===== config.mk =====
export PLATFORM = sky130hd
export DESIGN_NAME = dc_mem_ctrl
export DESIGN_NICKNAME = d
export VERILOG_FILES = /design/src/rtl/dc_mem_ctrl_pkg.sv /design/src/rtl/dc_mem_ctrl.sv
export SDC_FILE = /design/constraint.sdc
export NUM_CORES = 1
export LEC_CHECK = 0
export ABC_CLOCK_PERIOD_IN_PS = 3200
export BUFFER_PORTS_ARGS = -buffer_cell sky130_fd_sc_hd__buf_2
export CAP_MARGIN = 40
export CORE_MARGIN = 2
export CORE_UTILIZATION = 55
export DETAILED_ROUTE_END_ITERATION = 10
export HOLD_SLACK_MARGIN = 0.15
export PLACE_DENSITY = 0.8
export SLEW_MARGIN = 30
export SYNTH_ARGS = -nofsm -noshare
export SYNTH_HDL_FRONTEND = slang
export SYNTH_SLANG_ARGS = --single-unit

===== constraint.sdc =====
create_clock -name clk -period 3.2 [get_ports clk]
set_input_delay 0.16 -clock clk [delete_from_list [all_inputs] [get_ports clk]]
set_output_delay 0.16 -clock clk [all_outputs]
set_load 0.005 [all_outputs]

===== src/rtl/dc_mem_ctrl_pkg.sv =====
// Shared widths, request length codes and FSM encoding for the data-side memory controller.
package dc_mem_ctrl_pkg;

  localparam int DAT_W     = 32;
  localparam int RAM_ADR_W = 17;

  localparam logic [2:0] LEN_B = 3'd1;
  localparam logic [2:0] LEN_H = 3'd2;
  localparam logic [2:0] LEN_W = 3'd4;

  typedef enum logic [2:0] {
    DC_IDLE  = 3'd0,
    DC_READ  = 3'd1,
    DC_RLAST = 3'd2,
    DC_WRITE = 3'd3,
    DC_DONE  = 3'd4
  } dc_state_e;

  // Index of the last byte of a request; anything that is not B or H is a word.
  function automatic logic [1:0] len_last(input logic [2:0] len);
    logic [1:0] last;
    case (len)
      LEN_B:   last = 2'd0;
      LEN_H:   last = 2'd1;
      LEN_W:   last = 2'd3;
      default: last = 2'd3;
    endcase
    return last;
  endfunction

endpackage


===== src/rtl/dc_mem_ctrl.sv =====
// Data-side memory controller: serialises one LSB load/store into byte accesses
// on an 8-bit synchronous RAM; loads return zero-extended little-endian data.
module dc_mem_ctrl
  import dc_mem_ctrl_pkg::*;
(
  input  logic                 clk,
  input  logic                 rst,
  input  logic                 en,
  input  logic                 lsb_en_i,
  input  logic                 lsb_rwen_i,
  input  logic [2:0]           lsb_len_i,
  input  logic [RAM_ADR_W-1:0] lsb_adr_i,
  input  logic [DAT_W-1:0]     lsb_dat_i,
  output logic                 lsb_en_o,
  output logic [DAT_W-1:0]     lsb_dat_o,
  output logic                 busy_o,
  input  logic [7:0]           ram_dat_i,
  output logic [7:0]           ram_dat_o,
  output logic [RAM_ADR_W-1:0] ram_adr_o,
  output logic                 ram_wr_o,
  input  logic                 rob_br_flag
);

  dc_state_e            state_r, state_s;
  logic                 rwen_r, rwen_s;
  logic [1:0]           last_r, last_s;
  logic [1:0]           cnt_r, cnt_s;
  logic [1:0]           cnt_inc_s;
  logic [1:0]           rd_lane_s;
  logic [RAM_ADR_W-1:0] adr_r, adr_s;
  logic [DAT_W-1:0]     dat_r, dat_s;
  logic [DAT_W-1:0]     asm_r, asm_s;
  logic [DAT_W-1:0]     rd_word_s;
  logic                 lsb_en_r, lsb_en_s;
  logic [DAT_W-1:0]     lsb_dat_r, lsb_dat_s;
  logic                 busy_r;
  logic [7:0]           ram_dat_r, ram_dat_s;
  logic [RAM_ADR_W-1:0] ram_adr_r, ram_adr_s;
  logic                 ram_wr_r, ram_wr_s;

  // Byte lane for the incoming read byte: lags the address counter by one cycle.
  always_comb begin
    cnt_inc_s = cnt_r + 2'd1;
    if (state_r == DC_RLAST) begin
      rd_lane_s = last_r;
    end else begin
      rd_lane_s = cnt_r - 2'd1;
    end
    rd_word_s = DAT_W'(ram_dat_i) << {rd_lane_s, 3'b000};
  end

  // Next-state and next-output logic; RAM outputs are registered one step ahead.
  always_comb begin
    state_s   = state_r;
    rwen_s    = rwen_r;
    last_s    = last_r;
    cnt_s     = cnt_r;
    adr_s     = adr_r;
    dat_s     = dat_r;
    asm_s     = asm_r;
    lsb_en_s  = 1'b0;
    lsb_dat_s = lsb_dat_r;
    ram_dat_s = ram_dat_r;
    ram_adr_s = ram_adr_r;
    ram_wr_s  = 1'b0;

    case (state_r)
      DC_IDLE: begin
        // A load colliding with a flush belongs to the squashed path; a store is committed.
        if (lsb_en_i && (lsb_rwen_i || !rob_br_flag)) begin
          rwen_s    = lsb_rwen_i;
          last_s    = len_last(lsb_len_i);
          cnt_s     = 2'd0;
          adr_s     = lsb_adr_i;
          dat_s     = lsb_dat_i;
          asm_s     = '0;
          ram_adr_s = lsb_adr_i;
          if (lsb_rwen_i) begin
            state_s   = DC_WRITE;
            ram_wr_s  = 1'b1;
            ram_dat_s = lsb_dat_i[7:0];
          end else begin
            state_s   = DC_READ;
          end
        end else begin
          state_s = DC_IDLE;
        end
      end

      DC_READ: begin
        if (rob_br_flag) begin
          state_s = DC_IDLE;
        end else begin
          if (cnt_r != 2'd0) begin
            asm_s = asm_r | rd_word_s;
          end else begin
            asm_s = asm_r;
          end
          if (cnt_r == last_r) begin
            state_s = DC_RLAST;
          end else begin
            cnt_s     = cnt_inc_s;
            ram_adr_s = adr_r + RAM_ADR_W'(cnt_inc_s);
          end
        end
      end

      DC_RLAST: begin
        if (rob_br_flag) begin
          state_s = DC_IDLE;
        end else begin
          asm_s     = asm_r | rd_word_s;
          lsb_dat_s = asm_r | rd_word_s;
          lsb_en_s  = 1'b1;
          state_s   = DC_DONE;
        end
      end

      DC_WRITE: begin
        if (cnt_r == last_r) begin
          lsb_en_s = 1'b1;
          state_s  = DC_DONE;
        end else begin
          cnt_s     = cnt_inc_s;
          ram_wr_s  = 1'b1;
          ram_adr_s = adr_r + RAM_ADR_W'(cnt_inc_s);
          ram_dat_s = dat_r[{cnt_inc_s, 3'b000} +: 8];
        end
      end

      // A flush here only suppresses the load's done pulse at the output.
      DC_DONE: begin
        state_s = DC_IDLE;
      end

      default: begin
        state_s = DC_IDLE;
      end
    endcase
  end

  // FSM state register; frozen while the global ready is low.
  always_ff @(posedge clk) begin
    if (rst) begin
      state_r <= DC_IDLE;
    end else if (en) begin
      state_r <= state_s;
    end else begin
      state_r <= state_r;
    end
  end

  // Latched request, byte counter, assembly register and registered outputs.
  always_ff @(posedge clk) begin
    if (rst) begin
      rwen_r    <= 1'b0;
      last_r    <= 2'd0;
      cnt_r     <= 2'd0;
      adr_r     <= '0;
      dat_r     <= '0;
      asm_r     <= '0;
      lsb_en_r  <= 1'b0;
      lsb_dat_r <= '0;
      busy_r    <= 1'b0;
      ram_dat_r <= 8'h00;
      ram_adr_r <= '0;
      ram_wr_r  <= 1'b0;
    end else if (en) begin
      rwen_r    <= rwen_s;
      last_r    <= last_s;
      cnt_r     <= cnt_s;
      adr_r     <= adr_s;
      dat_r     <= dat_s;
      asm_r     <= asm_s;
      lsb_en_r  <= lsb_en_s;
      lsb_dat_r <= lsb_dat_s;
      busy_r    <= (state_s != DC_IDLE);
      ram_dat_r <= ram_dat_s;
      ram_adr_r <= ram_adr_s;
      ram_wr_r  <= ram_wr_s;
    end else begin
      rwen_r    <= rwen_r;
      last_r    <= last_r;
      cnt_r     <= cnt_r;
      adr_r     <= adr_r;
      dat_r     <= dat_r;
      asm_r     <= asm_r;
      lsb_en_r  <= lsb_en_r;
      lsb_dat_r <= lsb_dat_r;
      busy_r    <= busy_r;
      ram_dat_r <= ram_dat_r;
      ram_adr_r <= ram_adr_r;
      ram_wr_r  <= ram_wr_r;
    end
  end

  // Write strobe is cut immediately by a stall or reset so no stray byte lands.
  assign ram_wr_o  = ram_wr_r & en & ~rst;
  assign lsb_en_o  = lsb_en_r & ~(rob_br_flag & ~rwen_r);
  assign lsb_dat_o = lsb_dat_r;
  assign busy_o    = busy_r;
  assign ram_adr_o = ram_adr_r;
  assign ram_dat_o = ram_dat_r;

endmodule


# Yosys cells after proc, flatten, opt, wreduce, memory -nomap -nowiden
# Cells that the tools add are included.
# op_classes
addsub	3
multipliers	0
div_mod_pow	0
order_cmp	0
eq_ne	12
n_shift	2
muxes	33
n_bitwise	9
n_reduce_logical	14
# ops
op	n
two-way mux 32 bit	4
case mux 32 bit (3 select lines)	1
two-way mux 17 bit	3
case mux 17 bit (3 select lines)	1
bitwise OR 32 bit	1
indexed part select 32 x 6 -> 8 bit	1
left shift 8 x 5 -> 32 bit	1
two-way mux 8 bit	3
adder 17 x 2 -> 17 bit	1
case mux 8 bit (2 select lines)	1
two-way mux 3 bit	5
inequality test 2 bit (second input constant)	6
case mux 3 bit (4 select lines)	1
two-way mux 2 bit	5
equality test 3 x 2 -> 1 bit (second input constant)	3
nonzero test 3 bit	3
equality test 3 x 1 -> 1 bit (second input constant)	2
case mux 2 bit (3 select lines)	1
AND reduction 3 bit	2
AND reduction 6 bit	1
two-way mux 1 bit	5
AND reduction 5 bit	1
bitwise AND 1 bit	4
inverter 1 bit	4
other kinds (11)	13
# totals
regBits	149
latch_bits	0
mem_bits_rw	0
mem_bits_ro	0
output_inout_bits	60
memories	0

# Longest topological paths before layout
# Gate-level depths: netlist of the first run.
# logic_depth
depth_word	7
depth_mapped	8
ltp_nobuf	8

# Worst setup path after synthesis of the first run
# Ideal clock, no wire load.
# synth_timing
path_kind	reg-to-reg
from	register cnt_r[0]
to	register ram_adr_r[16], in the netlist ram_adr_o[16]
t_arrival_ns	2.149
t_required_ns	3.083
setup_slack_ns	0.933
path_stages_with_launch	8
path_buffers	0
path_cell_list	dfxtp_1 inv_1 ha_1 fa_1 and4_1 and3_1 or3_1 a32o_1
# synth_between
elab_chain_len	5
elab_cells_between_ends	6
# synth_rtl
item	line_no	text
from (decl)	dc_mem_ctrl.sv:27	logic [1:0] cnt_r, cnt_s;
from (signal assigned)	dc_mem_ctrl.sv:171	cnt_r <= cnt_s;
from (signal assigned)	dc_mem_ctrl.sv:184	cnt_r <= cnt_r;
adder 2 x 1 -> 2 bit	dc_mem_ctrl.sv:43	cnt_inc_s = cnt_r + 2'd1;
adder 17 x 2 -> 17 bit	dc_mem_ctrl.sv:103, dc_mem_ctrl.sv:126	
two-way mux 17 bit *	dc_mem_ctrl.sv:99, dc_mem_ctrl.sv:120	
two-way mux 17 bit	dc_mem_ctrl.sv:91	if (rob_br_flag) begin
case mux 17 bit (3 select lines) *	dc_mem_ctrl.sv:67	case (state_r)
to (signal assigned)	dc_mem_ctrl.sv:179	ram_adr_r <= ram_adr_s;
to (signal assigned)	dc_mem_ctrl.sv:192	ram_adr_r <= ram_adr_r;
to (decl)	dc_mem_ctrl.sv:38	logic [RAM_ADR_W-1:0] ram_adr_r, ram_adr_s;
# Mark *: on every way between the ends. The rest lies on a longest branch, timed or not. The select of a mux whose other input is x is not followed.
# A chain may end at the register's enable or synchronous reset.

# Worst setup path after layout of the first run
# layout_timing
from	register state_r[0]
to	register ram_adr_r[7], in the netlist ram_adr_o[7]
# layout_between
elab_chain_len	3
elab_cells_between_ends	8
# layout_rtl
item	line_no	text
from (decl)	dc_mem_ctrl.sv:24	dc_state_e state_r, state_s;
from (signal assigned)	dc_mem_ctrl.sv:147	state_r <= state_s;
from (signal assigned)	dc_mem_ctrl.sv:149	state_r <= state_r;
equality test 3 x 1 -> 1 bit, or another cell as far along	dc_mem_ctrl.sv:67	
inequality test 2 bit (no source line) / nonzero test 3 bit (equally long branches)	-	
AND reduction 4 bit (no source line)	-	
# Parallel ways exist; a longest one is shown, timed or not.

==> flow_summary.toml, run 1 <==
[run_status]
run_status = "completed"

[timing]
slew_headroom_pct = 50.5
finalSetupViolCount = 0
final-hold-violation-count = 0
min_period_ns = 2.56
max_clock_freq_mhz = 390
setup_tns_ns = 0
post-route-worst-setup-slack_ns = 0.638
rsz0062_at_grt = "no"
holdWs_ns = 0.155
final-max-slew-violation-count = 0
layout_worst_path_cycle_share_pct = 80.1
tightest_slew_ns = 0.741
timing.clock.skew_ns = 0.0104

[critical_path]
timing.critical_path.to_type = "register"
critPathMaxStageDelay_ns = 0.76
type_of_origin_of_the_critical_path = "register"
critical_path.max_fanout = 19
cp.required_ns = 3.51
worstPathCellList = "and2b_2 -> o21ai_2 -> a21oi_2 -> nor2_1 -> a22o_1"
critical_path_class = "reg2reg"
crit_family = "compound AO/OA/AOI/OAI gates"
critical_path_arrival_ns = 2.87
critical_path.n_buffers_inverters = 0
slowest_stage = "sky130_fd_sc_hd__dfxtp_1"

[yosys]
synth.top_cells.by_area = "sky130_fd_sc_hd__dfxtp_1 (47%), sky130_fd_sc_hd__a21oi_1 (10%), sky130_fd_sc_hd__nand2_1 (7.6%)"
synth_flop_cell = "sky130_fd_sc_hd__dfxtp_1"
syn_nets = 798
synth_async_sr_flop_share_pct = 0
syn_area_sq_mm = 0.00635
synth.ff_latch_count = 149
synth_cells = 728
share_of_the_yosys_chip_area_belonging_to_registers_pct = 46.9
synth-warning-count = 0
synth.lib_cells_used.distinct = 65
yosys-top-cells-count = "sky130_fd_sc_hd__dfxtp_1 (149), sky130_fd_sc_hd__a21oi_1 (133), sky130_fd_sc_hd__nand2_1 (128)"
synthesis.area_per_instance_sq_um = 8.73
synth.most_common_cell = "sky130_fd_sc_hd__dfxtp_1"
synth_top_area_share_pct = 46.9
synth_top_cell_by_area = "sky130_fd_sc_hd__dfxtp_1"
synth_enable_flop_cells = 0

[clocking]
cts_tree = "done"
clkTransAtPathRegs_ns = 0.06
worstSkewPairLatency_ns = 0.42
cts_max_path_buffers = 2
cts_root_buf = "sky130_fd_sc_hd__clkbuf_16"
clock_sinks = 149
cts_hold_buffers = 60
post_cts.repair.setup_buffers = 0
cts_repair_resize_count = 0
cts_buffers = 17
cts_max_level = 4

[power_and_ir_drop]
static-leakage-power_nw = 3.32
ir_worst_vdd_mv = 0.353
pwr_density_cell_mw_per_mm2 = 537

[floorplanning]
coreArea_sq_mm = 0.0114
floorplan.io_pins = 126
die_x_microns = 111
start_util_pct = 55.9
fp.dieH_microns = 111
row_count = 39
die_area_sq_mm = 0.0124

[routing]
routed-via-count = 6299
detail_route.first_pass.iterations = 5
avgRoutedWirePerCell_microns = 18.2
detail_route.drc_violations = 0
finalWirelength_mm = 19.0
drt_iter0_markers = 602
detail-route-antenna-nets = 0
viasPerCell = 6.05

[grt]
vias_in_the_first_global_route = 6277
groute.layer.met2.usage_pct = 51.0
globalRoute.totalOverflow = 0
grt_use_met1_pct = 37.5
grt_start_max_net_pins = 65
grt_antenna_before_repair = 0
use_met3_pct = 6.10
global_route_wire_length_before_repair_mm = 31.0
gr-max-usage-layer = "met2"
grt_usage_pct = 30.9

[cells_and_area]
layout.nets = 955
n_antenna_cell = 0
area.growth.synth_to_final_pct = 28.3
post_route_cells_drive_above_1_share_pct = 22.4

[place]
port-buffer-count = 125
globalplace.congestion = 0.917
place.detailed.hpwl_mm = 11.8
placement.setup.worst_slack_ns = 0.703

[flow_run]
max_cap_viol_count = 0

[min_path]
type_of_the_tightest_min_delay_check = "in2reg"
## tightest hold or removal path: cells and delay by family
family | cells | cell delay [ns]
compound gates | 1 | 0.20
buf+inv | 1 | 0.10
simple gates | 1 | 0.05
## logic make-up (layout without fill, tap and decap cells)
family | Yosys count | count (layout) | synth area share [%]
compound gates | 250 | 250 | 24.4
simple gates | 219 | 219 | 15.9
flops | 149 | 149 | 46.9
buf+inv | 70 | 240 | 4.94
mux | 20 | 20 | 4.75
xor+xnor | 16 | 16 | 2.21
fa+ha+maj | 4 | 4 | 0.906
## cell usage in the layout (no fill, tap or decap), types with 9 or more instances in the layout
| cell | synthesis | final |
|---|---|---|
| sky130_fd_sc_hd__o21ai_0 | 36 | 36 |
| sky130_fd_sc_hd__nor2_1 | 43 | 43 |
| sky130_fd_sc_hd__mux2i_1 | 11 | 11 |
| sky130_fd_sc_hd__dfxtp_1 | 149 | 149 |
| sky130_fd_sc_hd__a32oi_1 | 17 | 17 |
| sky130_fd_sc_hd__buf_4 | 5 | 11 |
| sky130_fd_sc_hd__dlygate4sd3_1 | 0 | 60 |
| sky130_fd_sc_hd__nand2_1 | 128 | 128 |
| sky130_fd_sc_hd__clkbuf_16 | 0 | 17 |
| sky130_fd_sc_hd__a21oi_1 | 133 | 133 |
| sky130_fd_sc_hd__buf_2 | 14 | 125 |
| sky130_fd_sc_hd__inv_1 | 12 | 12 |
| sky130_fd_sc_hd__xnor2_1 | 10 | 10 |
| sky130_fd_sc_hd__a211oi_1 | 13 | 13 |
| sky130_fd_sc_hd__a22o_1 | 9 | 9 |
## flip-flops by register name (all words and copies together) (netlist names)
register / count
lsb_dat_o: 32
ram_dat_o: 8
busy_o: 1
adr_r: 17
lsb_en_r: 1
dat_r: 32
ram_wr_r: 1
asm_r: 32
rwen_r: 1
state_r: 3
last_r: 2
cnt_r: 2
ram_adr_o: 17
## metrics by stage
stage	cell area, sq um	cells	utilization, %	power, W
2_1_floorplan	6350	728	-	0.00227
3_3_place_gp	6970	948	61.3	0.00240
3_5_place_dp	6970	949	61.3	0.00242
4_1_cts	8140	1041	71.6	0.00437
5_1_grt	8150	1041	71.7	0.00453
6_report	8150	1041	71.7	0.00438
## final cells by class
cell class,count,area (sq um)
Clock buffer,18,439
Clock inverter,14,129
Fill cell,804,3220
Inverter,12,45.0
Multi-Input combinational cell,509,3070
Sequential cell,149,2980
Tap cell,143,179
Timing Repair Buffer,196,1310
## routing by layer
layer  part of all wire, %  up-vias
met5                     0        -
met4                   4.6        0
met3                   7.8       84
met2                    49      357
met1                    39     2946
li1                      -     2912
## path summary, 6_finish.rpt
| path | from | endpoint | slack [ns] | depth (start not counted) |
|---|---|---|---|---|
| worst max-delay path | state_r[0] | ram_adr_o[7] | 0.64 | 5 |
| worst min-delay path | lsb_len_i[2] | last_r[1] | 0.16 | 3 |
| worst max register to register | state_r[0] | ram_adr_o[7] | 0.64 | 5 |
| worst min register to register | ram_adr_o[8] | ram_adr_o[8] | 0.45 | 2 |
## power breakdown
part	internal, W	leakage, nW	total (W)	switching [W]
registers	0.00192	1.21	0.00197	0.0000511
clock network	0.00105	0.279	0.00192	0.000868
logic	0.000206	1.83	0.000488	0.000282
total	0.00318	3.32	0.00438	0.00120
No activity file was read; power rests on OpenSTA's default activity.
==> run 2, diff against run 1 <==
Settings changed: ABC_CLOCK_PERIOD_IN_PS 3200 to 2250, CORE_UTILIZATION 55 to 50, PLACE_DENSITY 0.8 to 0.76.
Clock period 3.2 ns to 2.25 ns, I/O delays scaled along.
==> run 2 against run 1 <==
  * Combinational power rose by 52%
  * Sequential power rose by 42%
  * Non-clock buffer count rose by 25
  * Hold slack improved by 0.024 ns
  * Flip-flop and latch count did not move
  * Register-to-register slack got worse by 0.52 ns
  * Global-route usage fell by 3.9 points
  * Maximum frequency rose by 20%
  * Via count fell by 2.8%
  * Utilization fell by 3.7 points
  * Clock skew fell by 0.0042 ns
  * Sequential share of layout area fell by 1.5 points
  * Critical endpoint is now ram_adr_o[16]
  * Largest cell class unchanged
==> flow_summary.toml, run 2 (synthesized netlist as in run 1, its figures left out) <==
[place]
port-buffer-count = 125
placement.setup.worst_slack_ns = 0.0693
place.detailed.hpwl_mm = 11.5
cell_area_reported_after_detailed_placement_sq_mm = 0.00724
globalplace.congestion = 0.882

[clocking]
cts_max_path_buffers = 2
cts_buffers = 17
cts_tree = "done"
cts_root_buf = "sky130_fd_sc_hd__clkbuf_16"
cts_max_level = 4
clkTransAtPathRegs_ns = 0.06
worstSkewPairLatency_ns = 0.42
clock_sinks = 149

[timing]
min_period_ns = 2.13
rsz0062_at_grt = "yes"
tightest_slew_ns = 0.641
post-route-worst-setup-slack_ns = 0.116
final-hold-violation-count = 0
layout_worst_path_cycle_share_pct = 94.8
timing.clock.skew_ns = 0.00616
max_clock_freq_mhz = 469
finalSetupViolCount = 0
slew_headroom_pct = 57.3
final-max-slew-violation-count = 0
holdWs_ns = 0.179
setup_tns_ns = 0

[critical_path]
critical_path_arrival_ns = 2.45
critical_path.max_fanout = 3
timing.critical_path.to_type = "register"
critical_path_class = "reg2reg"
crit_family = "simple AND/OR/NAND/NOR gates"
type_of_origin_of_the_critical_path = "register"
critPathMaxStageDelay_ns = 0.34
critical_path.n_buffers_inverters = 2
slowest_stage = "sky130_fd_sc_hd__fa_2"
cp.required_ns = 2.56
worstPathCellList = "inv_1 -> buf_4 -> ha_2 -> fa_2 -> and4_1 -> and3_1 -> or3_1 -> a32o_1"

[routing]
viasPerCell = 5.59
detail-route-antenna-nets = 0
routed-via-count = 6120
finalWirelength_mm = 18.2
detail_route.drc_violations = 0
drt_iter0_markers = 485
detail_route.first_pass.iterations = 5
avgRoutedWirePerCell_microns = 16.7

[floorplanning]
die_area_sq_mm = 0.0136
start_util_pct = 50.8
fp.dieH_microns = 117
coreArea_sq_mm = 0.0125
die_x_microns = 117
row_count = 41
floorplan.io_pins = 126

[min_path]
type_of_the_tightest_min_delay_check = "in2reg"

[cells_and_area]
finish.instance_area_sq_mm = 0.00851
final_cell_mix = "sky130_fd_sc_hd__dfxtp_1 (149), sky130_fd_sc_hd__a21oi_1 (132), sky130_fd_sc_hd__nand2_1 (128)"
utilization_after_layout_pct = 68.0
layout.nets = 980
layout_commonest_cell = "sky130_fd_sc_hd__dfxtp_1"
n_antenna_cell = 0
area.growth.synth_to_final_pct = 33.9
fill_count = 1017
post_route_cells_drive_above_1_share_pct = 25.0

[grt]
grt_usage_pct = 27.0
grt_antenna_before_repair = 0
global_route_wire_length_before_repair_mm = 28.4
globalRoute.totalOverflow = 0
grt_start_max_net_pins = 65
vias_in_the_first_global_route = 5744

[power_and_ir_drop]
netSwitchingFraction_pct = 24.9
static-leakage-power_nw = 3.48
share_seq_of_total_power_pct = 43.0
power.clock.fraction_pct = 45.6
p_int_w = 0.00489
comb_power_share_pct = 11.4
ir_worst_vdd_mv = 0.697
total_net_switching_power_w = 0.00162
pwr_density_cell_mw_per_mm2 = 766

[run_status]
run_status = "completed"

[flow_run]
max_cap_viol_count = 0
==> run 2: cell types whose count changed in the layout (fill, tap and decap cells not counted), sizes merged <==
cell	before	now
buf	136	159
inv	22	16
bufinv	0	3
clkinvlp	1	3
dlygate4sd3	60	62
clkbuf	18	19
==> run 2: path summary, 6_finish.rpt <==
path / start / endpoint / slack [ns] / cells past startpoint
hold / removal: lsb_en_i / busy_o / 0.18 / 3
setup / recovery: cnt_r[0] / ram_adr_o[16] / 0.12 / 8
setup reg to reg: cnt_r[0] / ram_adr_o[16] / 0.12 / 8
hold reg to reg: ram_adr_o[4] / ram_adr_o[4] / 0.45 / 2
==> run 2: power by group through the flow <==
stage / sequential (W) / combinational (W) / clock [W]
global placement: 0.00285 / 0.000636 / 0
detailed placement: 0.00285 / 0.000644 / 0
CTS: 0.00280 / 0.000730 / 0.00301
global route: 0.00281 / 0.000811 / 0.00312
finish: 0.00280 / 0.000744 / 0.00297
floorplan: 0.00284 / 0.000385 / 0
==> run 2: worst reg2reg max path, cell delays in order, from the launching register on <==
cell                      delay (ns)
sky130_fd_sc_hd__dfxtp_1        0.33
sky130_fd_sc_hd__inv_1          0.06
sky130_fd_sc_hd__buf_4          0.15
sky130_fd_sc_hd__ha_2           0.21
sky130_fd_sc_hd__fa_2           0.34
sky130_fd_sc_hd__and4_1         0.23
sky130_fd_sc_hd__and3_1         0.19
sky130_fd_sc_hd__or3_1          0.30
sky130_fd_sc_hd__a32o_1         0.22
==> run 2: area by class of cell <==
class                   count  area (sq um)  share of cell area [%]
multi-input cells         509          3090                    36.3
inverters                  12          45.0                   0.529
well taps                 172           215                    2.53
repair buffers            221          1550                    18.2
clock inverters            13           170                    2.00
clock buffers              19           453                    5.32
flip-flops and latches    149          2980                    35.1
==> run 2: per-stage QoR <==
| stage | total power [W] | std cells |
|---|---|---|
| after floorplan | 0.00323 | 728 |
| after global placement | 0.00349 | 1000 |
| after detailed placement | 0.00350 | 1001 |
| after CTS | 0.00654 | 1095 |
| after global routing | 0.00674 | 1095 |
| final | 0.00651 | 1095 |
==> run 2: repair_timing <==
item                                    CTS  global route
gates resized for setup                   0             6
buffers inserted                          0             0
hold endpoints to repair                139             0
endpoints found under the setup margin    0            15
hold buffers                             62             0
==> run 2: routing by layer <==
metal | GRT usage [%] | vias to the layer above | wire [microns]
met3 | 6.18 | 35 | 1200
met5 | 0 | - | 0
met1 | 34.3 | 2851 | 7790
met2 | 44.8 | 257 | 8800
li1 | - | 2977 | -
met4 | 10.3 | 0 | 452
